$ cat src/rtl/trace_pkg.sv
// Shared types and constants for the instruction trace buffer.
package trace_pkg;

  localparam int unsigned TRACE_W = 48;

  typedef enum logic [1:0] {
    IDLE      = 2'd0,
    ARMED     = 2'd1,
    TRIGGERED = 2'd2,
    DONE      = 2'd3
  } trace_state_t;

  typedef struct packed {
    logic [15:0] pc;
    logic [15:0] instr;
    logic [15:0] alu;
  } trace_entry_t;

endpackage

$ cat src/rtl/trace_mem.sv
// Trace storage: DEPTH x TRACE_W, one write port, one registered read port.
module trace_mem
  import trace_pkg::*;
#(
  parameter  int unsigned DEPTH = 16,
  localparam int unsigned AW    = $clog2(DEPTH)
) (
  input  logic               clk,
  input  logic               reset,
  input  logic               we,
  input  logic [AW-1:0]      waddr,
  input  logic [TRACE_W-1:0] wdata,
  input  logic               re,
  input  logic [AW-1:0]      raddr,
  output logic [TRACE_W-1:0] rdata
);

  logic [TRACE_W-1:0] mem [DEPTH];

  // Array write; the array itself is never reset.
  always_ff @(posedge clk) begin
    if (we) mem[waddr] <= wdata;
  end

  // Synchronous read register, cleared by reset so rd_data reads zero.
  always_ff @(posedge clk or negedge reset) begin
    if (!reset)  rdata <= '0;
    else if (re) rdata <= mem[raddr];
  end

endmodule

$ cat src/rtl/trace_buffer.sv
// Circular instruction trace buffer with PC trigger, post-trigger capture
// and oldest-first readout once frozen.
module trace_buffer
  import trace_pkg::*;
#(
  parameter  int unsigned DEPTH      = 16,
  parameter  int unsigned POST_COUNT = 8,
  localparam int unsigned AW         = $clog2(DEPTH),
  localparam int unsigned CW         = AW + 1
) (
  input  logic               clk,
  input  logic               reset,
  input  logic [15:0]        debug_pc,
  input  logic [15:0]        debug_instruction,
  input  logic [15:0]        debug_ALUResult,
  input  logic               trace_valid,
  input  logic               arm,
  input  logic [15:0]        trig_pc,
  input  logic               rd_en,
  output logic [TRACE_W-1:0] rd_data,
  output logic               rd_valid,
  output logic               rd_empty,
  output logic               done,
  output logic [1:0]         state,
  output logic [CW-1:0]      count
);

  trace_state_t st;
  logic [AW-1:0] wr_ptr;
  logic [AW-1:0] rd_ptr;
  logic [CW-1:0] post_cnt;
  logic [CW-1:0] unread;

  trace_entry_t  entry;
  logic          wr_fire;
  logic          rd_fire;
  logic [AW-1:0] wr_next;
  logic [CW-1:0] count_next;
  logic [AW-1:0] oldest;

  // Capture qualification and next-value helpers.
  always_comb begin
    entry       = '0;
    entry.pc    = debug_pc;
    entry.instr = debug_instruction;
    entry.alu   = debug_ALUResult;
    wr_fire     = (st == ARMED || st == TRIGGERED) && trace_valid && !arm;
    rd_fire     = (st == DONE) && rd_en && (unread != '0) && !arm;
    wr_next     = wr_ptr + 1'b1;
    count_next  = (count == CW'(DEPTH)) ? count : count + 1'b1;
    // Once wrapped, the slot about to be overwritten holds the oldest entry.
    oldest      = (count_next == CW'(DEPTH)) ? wr_next : '0;
  end

  // Capture/readout FSM with pointer and counter bookkeeping.
  always_ff @(posedge clk or negedge reset) begin
    if (!reset) begin
      st       <= IDLE;
      wr_ptr   <= '0;
      rd_ptr   <= '0;
      count    <= '0;
      post_cnt <= '0;
      unread   <= '0;
      rd_valid <= 1'b0;
    end else begin
      rd_valid <= rd_fire;
      if (arm) begin
        st       <= ARMED;
        wr_ptr   <= '0;
        rd_ptr   <= '0;
        count    <= '0;
        post_cnt <= '0;
        unread   <= '0;
      end else begin
        case (st)
          ARMED: if (wr_fire) begin
            wr_ptr <= wr_next;
            count  <= count_next;
            if (debug_pc == trig_pc) begin
              if (POST_COUNT == 0) begin
                st     <= DONE;
                rd_ptr <= oldest;
                unread <= count_next;
              end else begin
                st       <= TRIGGERED;
                post_cnt <= CW'(POST_COUNT);
              end
            end
          end
          TRIGGERED: if (wr_fire) begin
            wr_ptr   <= wr_next;
            count    <= count_next;
            post_cnt <= post_cnt - 1'b1;
            if (post_cnt == CW'(1)) begin
              st     <= DONE;
              rd_ptr <= oldest;
              unread <= count_next;
            end
          end
          DONE: if (rd_fire) begin
            rd_ptr <= rd_ptr + 1'b1;
            unread <= unread - 1'b1;
          end
          default: ;
        endcase
      end
    end
  end

  assign state    = st;
  assign done     = (st == DONE);
  assign rd_empty = (st != DONE) || (unread == '0);

  trace_mem #(.DEPTH(DEPTH)) u_mem (
    .clk   (clk),
    .reset (reset),
    .we    (wr_fire),
    .waddr (wr_ptr),
    .wdata (entry),
    .re    (rd_fire),
    .raddr (rd_ptr),
    .rdata (rd_data)
  );

endmodule

$ cat config.mk
export PLATFORM = sky130hd
export DESIGN_NAME = trace_buffer
export DESIGN_NICKNAME = d
export VERILOG_FILES = /design/src/rtl/trace_pkg.sv /design/src/rtl/trace_mem.sv /design/src/rtl/trace_buffer.sv
export SDC_FILE = /design/constraint.sdc
export NUM_CORES = 1
export LEC_CHECK = 0
export ABC_CLOCK_PERIOD_IN_PS = 6300
export BUFFER_PORTS_ARGS = -buffer_cell sky130_fd_sc_hd__buf_2
export CELL_PAD_IN_SITES_DETAIL_PLACEMENT = 1
export CELL_PAD_IN_SITES_GLOBAL_PLACEMENT = 1
export CORE_AREA = 4 4 306 248
export DETAILED_ROUTE_END_ITERATION = 12
export DIE_AREA = 0 0 310 252
export GPL_TIMING_DRIVEN = 1
export PLACE_DENSITY = 0.76
export SLEW_MARGIN = 5
export SYNTH_ARGS = -nofsm -noshare
export SYNTH_HDL_FRONTEND = slang
export SYNTH_HIERARCHICAL = 1
export SYNTH_SLANG_ARGS = --single-unit
$ cat constraint.sdc
create_clock -name clk -period 6.3 [get_ports clk]
set_input_delay 0.945 -clock clk [delete_from_list [all_inputs] [get_ports clk]]
set_output_delay 0.945 -clock clk [all_outputs]
set_load 0.03 [all_outputs]
==> results of run 1 <==
## layer usage
metal	wire, um	vias up	track usage [%]
met3	3470	110	2.92
met5	0	-	0
met2	39000	462	33.6
li1	-	6620	-
met4	1860	0	5.18
met1	31900	8547	27.5
## cells in the final DEF (no fill, tap or decap), types with 5 or more instances in the layout
master | synthesis | routed
a221oi_2 | 11 | 11
o21ai_0 | 13 | 13
o22ai_1 | 48 | 48
a221oi_1 | 37 | 37
a21oi_1 | 10 | 10
inv_1 | 14 | 14
nand3_1 | 8 | 8
ha_1 | 10 | 10
clkinv_2 | 0 | 11
mux4_1 | 6 | 6
buf_2 | 17 | 125
clkbuf_8 | 0 | 6
nor2_1 | 74 | 61
xnor2_1 | 20 | 20
mux2i_1 | 51 | 51
clkbuf_16 | 0 | 82
buf_4 | 12 | 26
nand2_1 | 14 | 14
nor2_4 | 0 | 13
nor3_2 | 1 | 5
clkbuf_1 | 23 | 21
edfxtp_1 | 768 | 768
clkinv_1 | 0 | 6
mux4_2 | 186 | 186
bufinv_16 | 0 | 16
dfrtp_1 | 74 | 71
## power groups by stage
stage          Sequential, W  Combinational [W]  Clock (W)
6_report             0.00620           0.000377    0.00512
5_1_grt              0.00621           0.000412    0.00549
4_1_cts              0.00621           0.000386    0.00522
3_5_place_dp         0.00632           0.000385          0
3_3_place_gp         0.00632           0.000363          0
2_1_floorplan        0.00637           0.000116          0
## through the flow
stage	setup slack [ns]	hold WS [ns]	utilization, %	instance area, um^2	instances
floorplan	0.448	0.472	-	32600	1503
global placement	2.32	0.501	46.8	34200	2531
detailed placement	2.16	0.526	46.8	34200	2531
CTS	2.31	0.339	50.7	37000	2676
global route	2.13	0.356	50.7	37000	2676
finish	2.36	0.337	50.7	37000	2677
## worst max-delay path, cell delays in order (launching register included)
cell	delay (ns)
dfrtp_1	0.41
inv_1	0.08
ha_1	0.30
and2b_1	0.49
nand2_1	0.18
inv_1	0.14
or3b_1	0.53
nor2_4	0.83
buf_4	0.56
## sequential cells by signal, summed over array words and instances (netlist names)
name	count
unread	5
state	2
rd_ptr	4
count	5
wr_ptr	4
post_cnt	5
u_mem/mem	768
u_mem/rdata	48
rd_valid	1
## Yosys cell counts, types with 2 or more instances
library cell / n / area share [%]
edfxtp_1: 768 / 71
mux4_2: 186 / 13
dfrtp_1: 74 / 5.7
nor2_1: 74 / 0.85
mux2i_1: 51 / 1.6
o22ai_1: 48 / 0.92
a221oi_1: 37 / 0.99
clkbuf_1: 23 / 0.26
xnor2_1: 20 / 0.54
buf_2: 17 / 0.26
buf_6: 16 / 0.55
inv_1: 14 / 0.16
nand2_1: 14 / 0.16
o21ai_0: 13 / 0.20
buf_4: 12 / 0.28
a221oi_2: 11 / 0.51
a21oi_1: 10 / 0.15
ha_1: 10 / 0.38
buf_8: 9 / 0.41
nand3_1: 8 / 0.12
nor3_1: 7 / 0.11
mux4_1: 6 / 0.48
nand2b_1: 5 / 0.096
a22o_1: 4 / 0.11
buf_1: 4 / 0.046
nand4_1: 4 / 0.077
o21ai_1: 4 / 0.061
xor2_1: 4 / 0.11
nand3b_1: 3 / 0.069
nor2b_1: 3 / 0.058
nor4_1: 3 / 0.058
o31ai_1: 3 / 0.069
or4b_1: 3 / 0.092
a211oi_1: 2 / 0.046
a221o_1: 2 / 0.061
a31oi_1: 2 / 0.038
and2_1: 2 / 0.038
and2b_1: 2 / 0.046
and4bb_1: 2 / 0.077
o211ai_2: 2 / 0.077
or3_1: 2 / 0.038
or3_2: 2 / 0.046
or4_1: 2 / 0.046
## worst paths after layout
check | from | end | cells after the start
min | reset | count[0] | 1
max | state[0] | u_mem/mem[3][47] | 8
max reg2reg | state[0] | u_mem/mem[3][47] | 8
min in group clk | unread[1] | unread[1] | 2
min reg2reg | unread[1] | unread[1] | 2
max in group asynchronous | reset | rd_ptr[0] | 2
## cells by family after synthesis
family                   after synthesis  synth area share (%)
buffers and inverters                 95                  1.98
flip-flops                           842                  76.4
multiplexers                         243                  14.9
XOR/XNOR                              24                 0.645
AND/OR/NAND/NOR                      143                  2.18
adder cells (fa/ha/maj)               10                 0.384
AO/OA/AOI/OAI                        146                  3.48
## area by class of cell
class | count | area (um^2) | share of cell area (%)
Sequential cell | 842 | 24900 | 67.3
Multi-Input combinational cell | 566 | 7160 | 19.3
Clock buffer | 109 | 2210 | 5.98
Tap cell | 955 | 1190 | 3.23
Timing Repair Buffer | 154 | 881 | 2.38
Clock inverter | 36 | 592 | 1.60
Inverter | 14 | 52.6 | 0.142
Antenna cell | 1 | 2.50 | 0.00676
==> impl_metrics.csv, run 1 <==
group,metric,value,unit
outcome,status,"complete, no violations",
critical_path,critical_path_class,"reg -> reg",
power,total_power,0.0117,W
synthesis,postSynthAreaPerCell,21.7,um^2
routing,num_vias,15739,
power,combPwrFrac,3.2,%
place,gp_congestion,0.742,
clock_tree,hold_buffers,0,
clock_tree,htree_levels,3,
worst_hold_path,hp-class,"in -> async",
power,p_int,0.00939,W
place,io_buffers,126,
critical_path,r2r_setup_slack,2.36,ns
die,coreArea,73100,um^2
die,die_x,310,um
clock_tree,numCtsBuffers,80,
routing,via_per_inst,5.88,
global_route,grtUsageTotal,19.9,%
power,power_density,316,nW/um^2
timing,slew_headroom,13.0,%
timing,finClkSkew,0.0343,ns
timing,fin_crit_sh,62.5,%
clock_tree,path_clk_slew,0.07,ns
synthesis,synth_edf_count,768,
timing,setup_viol,0,
final_layout,drive_above_1_share,29.1,%
die,ioPinCount,127,
final_layout,fin_nets,1737,
timing,tightest_slew,1.30,ns
routing,drc,0,
clock_tree,post_cts_buffers,0,
timing,rsz0062_at_grt,"false",
clock_tree,cts.repair.resized,0,
timing,min_period,3.94,ns
routing,ant_nets,0,
die,rows,89,
power,pwr-share-seq,53.0,%
die,dieArea,78100,um^2
synthesis,yosys_warnings,6,
synthesis,syn_nets,1582,
timing,final-max-slew-violation-count,0,
power,p_clk_share,43.8,%
final_layout,fillers,6492,
synthesis,synthCells,1503,
global_route,grt_max_degree,97,
timing,max_freq,254,MHz
routing,finalWirelength,76200,um
power,vdd_ir_drop_max,0.249,mV
global_route,first_global_vias,17081,
global_route,grt_pass1_wl,114000,um
clock_tree,max-clock-path-buffers,3,
clock_tree,numClockSinks,842,
place,hpwlAfterDp,44600,um
synthesis,ys_seq_area_share,76.4,%
synthesis,ys_seq_elements,842,
critical_path,worst-path-max-fanout,26,
routing,dr.pass1.iters,5,
critical_path,required,6.54,ns
global_route,gr-total-overflow,0,
timing,final.setup.tns,0,ns
final_layout,area_growth,13.6,%
critical_path,arrival,4.17,ns
critical_path,crit_path_end_kind,"register",
power,p_leak,11.8,nW
timing,hold_viol,0,
clock_tree,cts-root-buf,"clkbuf_16",
routing,drtIter0Drc,1494,
routing,detail_route.wl_per_cell,28.5,um
synthesis,async_flop_share,8.79,%
synthesis,synth_ff_type,"edfxtp_1",
die,initial_core_util,44.6,%
clock_tree,clock_latency,0.62,ns
die,fp.dieH,252,um
synthesis,ys_types,58,
power,p_sw,0.00231,W
synthesis,netlist_area,32600,um^2
critical_path,startpoint_type,"register",
power,switching_share,19.7,%
global_route,antenna_found_initial,2,
clock_tree,cts_tree,"built",
run,cap_violations,0,
Power figures use the tool's default switching activity.
==> inputs of run 2 (changes only) <==
--- a/config.mk
+++ b/config.mk
@@ -5,7 +5,7 @@
 export SDC_FILE = /design/constraint.sdc
 export NUM_CORES = 1
 export LEC_CHECK = 0
-export ABC_CLOCK_PERIOD_IN_PS = 6300
+export ABC_CLOCK_PERIOD_IN_PS = 3340
 export BUFFER_PORTS_ARGS = -buffer_cell sky130_fd_sc_hd__buf_2
 export CELL_PAD_IN_SITES_DETAIL_PLACEMENT = 1
 export CELL_PAD_IN_SITES_GLOBAL_PLACEMENT = 1
@@ -13,7 +13,7 @@
 export DETAILED_ROUTE_END_ITERATION = 12
 export DIE_AREA = 0 0 310 252
 export GPL_TIMING_DRIVEN = 1
-export PLACE_DENSITY = 0.76
+export PLACE_DENSITY = 0.79
 export SLEW_MARGIN = 5
 export SYNTH_ARGS = -nofsm -noshare
 export SYNTH_HDL_FRONTEND = slang
==> constraint.sdc (replaced) <==
create_clock -name clk -period 3.34 [get_ports clk]
set_input_delay 0.501 -clock clk [delete_from_list [all_inputs] [get_ports clk]]
set_output_delay 0.501 -clock clk [all_outputs]
set_load 0.03 [all_outputs]
==> impl_metrics.csv, run 2 (same netlist as run 1, synthesis figures left out) <==
group,metric,value,unit
run,cap_violations,0,
critical_path,path_buf_inv,3,
final_layout,layout_common_cells,"768 x edfxtp_1, 186 x mux4_2, 125 x buf_2",
clock_tree,max-clock-path-buffers,3,
clock_tree,htree_levels,3,
final_layout,num_antenna_cells,0,
global_route,grt_pass1_wl,118000,um
routing,drtIter0Drc,1804,
timing,setup_viol,0,
clock_tree,cts-root-buf,"clkbuf_16",
routing,dr.pass1.iters,5,
timing,rsz0062_at_grt,"false",
timing,final.setup.tns,0,ns
clock_tree,numCtsBuffers,83,
die,dieArea,78100,um^2
global_route,grtUsageTotal,20.4,%
critical_path,startpoint_type,"register",
clock_tree,cts.repair.resized,0,
power,power_density,583,nW/um^2
final_layout,fillers,6463,
routing,num_vias,16058,
global_route,gr-total-overflow,0,
die,rows,89,
power,p_leak,11.9,nW
clock_tree,path_clk_slew,0.06,ns
die,ioPinCount,127,
final_layout,final_common_cell,"edfxtp_1",
critical_path,slowest_stage,"and2b_1",
critical_path,path_delay_family,"simple AND/OR/NAND/NOR gates",
clock_tree,post_cts_buffers,0,
critical_path,worst-path-max-fanout,48,
outcome,status,"complete, no violations",
timing,final-max-slew-violation-count,0,
die,coreArea,73100,um^2
clock_tree,numClockSinks,842,
routing,ant_nets,0,
critical_path,crit_chain,"inv_2, ha_4, and2b_1, nand2_4, inv_2, or3b_4, nor3_4, buf_12",
timing,slew_headroom,40.2,%
timing,fin_crit_sh,87.2,%
timing,finClkSkew,0.0208,ns
critical_path,arrival,3.20,ns
critical_path,r2r_setup_slack,0.43,ns
clock_tree,clock_latency,0.62,ns
routing,detail_route.wl_per_cell,28.9,um
power,vdd_ir_drop_max,0.402,mV
global_route,antenna_found_initial,0,
critical_path,crit_top_cell,"inv_2",
routing,via_per_inst,5.94,
timing,max_freq,343,MHz
final_layout,largest_reg_flops,768,
global_route,first_global_vias,17647,
timing,min_period,2.91,ns
timing,tightest_slew,0.898,ns
routing,drc,0,
final_layout,area_growth,14.6,%
die,fp.dieH,252,um
clock_tree,hold_buffers,0,
die,die_x,310,um
critical_path,reg2reg_to,"u_mem/mem[0][25]",
critical_path,crit_path_end_kind,"register",
critical_path,required,3.62,ns
timing,hold_viol,0,
critical_path,critical_path_class,"reg -> reg",
final_layout,fin_nets,1761,
die,initial_core_util,44.6,%
clock_tree,cts_tree,"built",
final_layout,top_register,"u_mem/mem",
critical_path,r2r_cells,8,
global_route,grt_max_degree,99,
routing,finalWirelength,78000,um
place,io_buffers,126,
final_layout,drive_above_1_share,30.5,%
place,gp_congestion,0.770,
critical_path,cp_slowest_stage_delay,0.50,ns
final_layout,top_regs,"u_mem/mem x768, u_mem/rdata x48",
power,total_power,0.0218,W
critical_path,reg2reg_from,"state[0]",
worst_hold_path,hp-class,"in -> async",
place,hpwlAfterDp,45800,um
run 2: changes by cell type in the layout (fill, tap and decap cells not counted), sizes merged, moves of 2 or more:
cell and delta:
bufinv -9, buf +21, clkinvlp +3, clkbuf +2
clkinv +11
run 2: worst max path at each step:
| stage | from | to | slack [ns] | cells past startpoint |
|---|---|---|---|---|
| 6_report | state[0] | u_mem/mem[0][25] | 0.43 | 8 |
| 5_1_grt | state[0] | u_mem/mem[5][23] | 0.29 | 8 |
| 3_3_place_gp | state[0] | u_mem/mem[5][20] | 0.58 | 8 |
| 2_1_floorplan | state[0] | u_mem/mem[1][0] | -0.03 | 8 |
| 4_1_cts | state[0] | u_mem/mem[0][25] | 0.45 | 8 |
| 3_5_place_dp | state[0] | u_mem/mem[0][21] | 0.48 | 8 |
run 2: through the flow:
step | hold WS, ns | instance area, um^2 | worst slack [ns] | cells | util, %
CTS | 0.00678 | 37400 | 0.445 | 2703 | 51.1
global route | 0.0508 | 37400 | 0.287 | 2703 | 51.1
finish | 0.00764 | 37400 | 0.427 | 2703 | 51.1
detailed placement | 0.510 | 34600 | 0.484 | 2552 | 47.4
floorplan | 0.205 | 32700 | -0.0349 | 1503 | -
global placement | 0.497 | 34600 | 0.581 | 2552 | 47.4
run 2: area by class of cell:
| type | count | area [um^2] | share of cell area, % |
|---|---|---|---|
| flip-flops and latches | 842 | 24900 | 66.7 |
| multi-input cells | 566 | 7210 | 19.3 |
| clock buffers | 111 | 2350 | 6.28 |
| repair buffers | 175 | 1250 | 3.35 |
| well taps | 955 | 1190 | 3.20 |
| clock inverters | 40 | 374 | 1.00 |
| inverters | 14 | 52.6 | 0.141 |
run 2: report_power, final:
group          internal (W)  switching [W]  leakage (nW)
clock               0.00547        0.00386          1.34
sequential           0.0116      0.0000799          7.90
combinational      0.000203       0.000514          2.68
run 2: per-layer routing:
| layer | wire length [um] | up-vias | global-route usage (%) |
|---|---|---|---|
| li1 | - | 6677 | - |
| met1 | 31700 | 8718 | 27.9 |
| met2 | 40100 | 558 | 34.4 |
| met3 | 4670 | 105 | 3.68 |
| met4 | 1560 | 0 | 5.05 |
| met5 | 0 | - | 0 |
run 2: worst register-to-register path: cells and delay by family, from the launching register on:
kind,cells,cell delay (ns)
buffers and inverters,3,0.54
AND/OR/NAND/NOR,4,1.36
flip-flops,1,0.44
adder cells (fa/ha/maj),1,0.20
==> inputs of run 3 (changes only) <==
--- a/config.mk
+++ b/config.mk
@@ -9,11 +9,11 @@
 export BUFFER_PORTS_ARGS = -buffer_cell sky130_fd_sc_hd__buf_2
 export CELL_PAD_IN_SITES_DETAIL_PLACEMENT = 1
 export CELL_PAD_IN_SITES_GLOBAL_PLACEMENT = 1
-export CORE_AREA = 4 4 306 248
+export CORE_AREA = 4 4 325 263
 export DETAILED_ROUTE_END_ITERATION = 12
-export DIE_AREA = 0 0 310 252
+export DIE_AREA = 0 0 329 267
 export GPL_TIMING_DRIVEN = 1
-export PLACE_DENSITY = 0.79
+export PLACE_DENSITY = 0.72
 export SLEW_MARGIN = 5
 export SYNTH_ARGS = -nofsm -noshare
 export SYNTH_HDL_FRONTEND = slang
==> impl_metrics.csv, run 3 (same netlist as run 1, synthesis figures left out) <==
group,metric,value,unit
outcome,status,"complete, no violations",
timing,hold_viol,0,
critical_path,startpoint,"state[0]",
final_layout,fin_util,45.9,%
power,p_leak,12.0,nW
routing,via_per_inst,5.61,
routing,drtIter0Drc,1597,
final_layout,fin_nets,1764,
timing,rsz0062_at_grt,"false",
routing,ant_nets,0,
global_route,grt_pass1_wl,117000,um
final_layout,fillers,7533,
clock_tree,clock_latency,0.63,ns
global_route,antenna_found_initial,3,
clock_tree,hold_buffers,1,
routing,finalWirelength,77900,um
global_route,first_global_vias,17349,
critical_path,arrival,3.06,ns
worst_hold_path,hp-start,"debug_instruction[6]",
timing,finClkSkew,0.0188,ns
critical_path,worst-path-max-fanout,17,
die,rows,94,
die,fp.dieH,267,um
critical_path,startpoint_type,"register",
timing,setup_ws,0.613,ns
global_route,grtUsageTotal,17.9,%
routing,drc,0,
clock_tree,htree_levels,3,
routing,detail_route.wl_per_cell,27.3,um
final_layout,top_register,"u_mem/mem",
timing,min_period,2.73,ns
clock_tree,cts_tree,"built",
place,gp_congestion,0.764,
routing,dr.pass1.iters,7,
final_layout,area_growth,15.6,%
place,placed_area,34900,um^2
timing,max_freq,367,MHz
timing,fin_crit_sh,81.7,%
clock_tree,post_cts_buffers,0,
clock_tree,numCtsBuffers,83,
clock_tree,cts-root-buf,"clkbuf_16",
final_layout,largest_reg_flops,768,
final_layout,postLayoutCellArea,37700,um^2
die,initial_core_util,39.8,%
critical_path,crit_path_end_kind,"register",
final_layout,final_common_cell,"edfxtp_1",
clock_tree,cts.repair.resized,0,
clock_tree,max-clock-path-buffers,3,
place,post-place-ws,0.648,ns
global_route,grt_max_degree,98,
timing,slew_headroom,42.7,%
global_route,gr-total-overflow,0,
routing,num_vias,16042,
final_layout,drive_above_1_share,30.7,%
clock_tree,path_clk_slew,0.07,ns
die,coreArea,82000,um^2
timing,tightest_slew,0.860,ns
place,io_buffers,126,
place,hpwlAfterDp,43900,um
final_layout,top_regs,"u_mem/mem x768, u_mem/rdata x48",
final_layout,layout_common_cells,"768 x edfxtp_1, 186 x mux4_2, 125 x buf_2",
critical_path,required,3.67,ns
power,vdd_ir_drop_max,0.389,mV
die,ioPinCount,127,
critical_path,critical_path_class,"reg -> reg",
timing,final-max-slew-violation-count,0,
timing,setup_viol,0,
critical_path,reg2reg_from,"state[0]",
die,die_x,329,um
die,dieArea,87800,um^2
clock_tree,numClockSinks,842,
power,power_density,575,nW/um^2
run,cap_violations,0,
final_layout,num_antenna_cells,0,
worst_hold_path,hp-class,"in -> reg",
-- run 3: changes by cell type in the layout (fill, tap and decap cells not counted), moves of 3 or more --
cell	change
clkbuf_16	-3
clkinv_8	+3
buf_12	+9
clkbuf_8	+6
buf_4	-7
clkbuf_1	+5
clkinv_1	-5
-- run 3: routing by layer --
| layer | vias to the layer above | GRT usage (%) | wire (um) |
|---|---|---|---|
| met5 | - | 0 | 31 |
| met4 | 6 | 5.35 | 2080 |
| met3 | 138 | 3.08 | 4370 |
| met2 | 513 | 29.6 | 38800 |
| met1 | 8703 | 24.7 | 32700 |
| li1 | 6682 | - | - |
-- run 3: area by class of cell --
cell class | instances | area, um^2 | share of cell area [%]
well taps | 1104 | 1380 | 3.67
repair buffers | 178 | 1390 | 3.69
inverters | 14 | 52.6 | 0.140
flip-flops and latches | 842 | 24900 | 66.2
clock inverters | 35 | 334 | 0.887
clock buffers | 119 | 2370 | 6.30
multi-input cells | 566 | 7210 | 19.1
-- run 3: report_power, final --
part	total (W)	switching, W	leakage [nW]	internal (W)
Clock	0.00924	0.00389	1.34	0.00534
Sequential	0.0117	0.0000855	7.90	0.0116
Combinational	0.000716	0.000507	2.72	0.000210
-- run 3: final timing paths --
| path | to | slack [ns] | cells after the start |
|---|---|---|---|
| max reg2reg | u_mem/mem[12][10] | 0.61 | 8 |
| min reg2reg | u_mem/rdata[17] | 0.55 | 2 |
| min in group asynchronous | count[1] | 0.51 | 2 |
| min | u_mem/mem[15][22] | 0.24 | 1 |
| max | u_mem/mem[12][10] | 0.61 | 8 |
| max in group asynchronous | u_mem/rdata[20] | 2.09 | 3 |
-- run 3: stage by stage --
step / TNS [ns] / hold slack [ns] / power, W / std cells
after global placement: 0 / 0.492 / 0.0126 / 2703
after detailed placement: 0 / 0.540 / 0.0127 / 2703
after global routing: 0 / 0.224 / 0.0224 / 2858
after floorplan: -5.04 / 0.205 / 0.0122 / 1503
final: 0 / 0.242 / 0.0217 / 2858
after CTS: 0 / 0.213 / 0.0219 / 2858
-- run 3: worst max-delay path, stage by stage, from the launching register on --
cell     delay [ns]
dfrtp_2        0.43
inv_2          0.08
ha_4           0.19
and2b_1        0.25
nand2_4        0.08
inv_2          0.08
nand3_1        0.33
nor3_4         0.71
buf_12         0.26
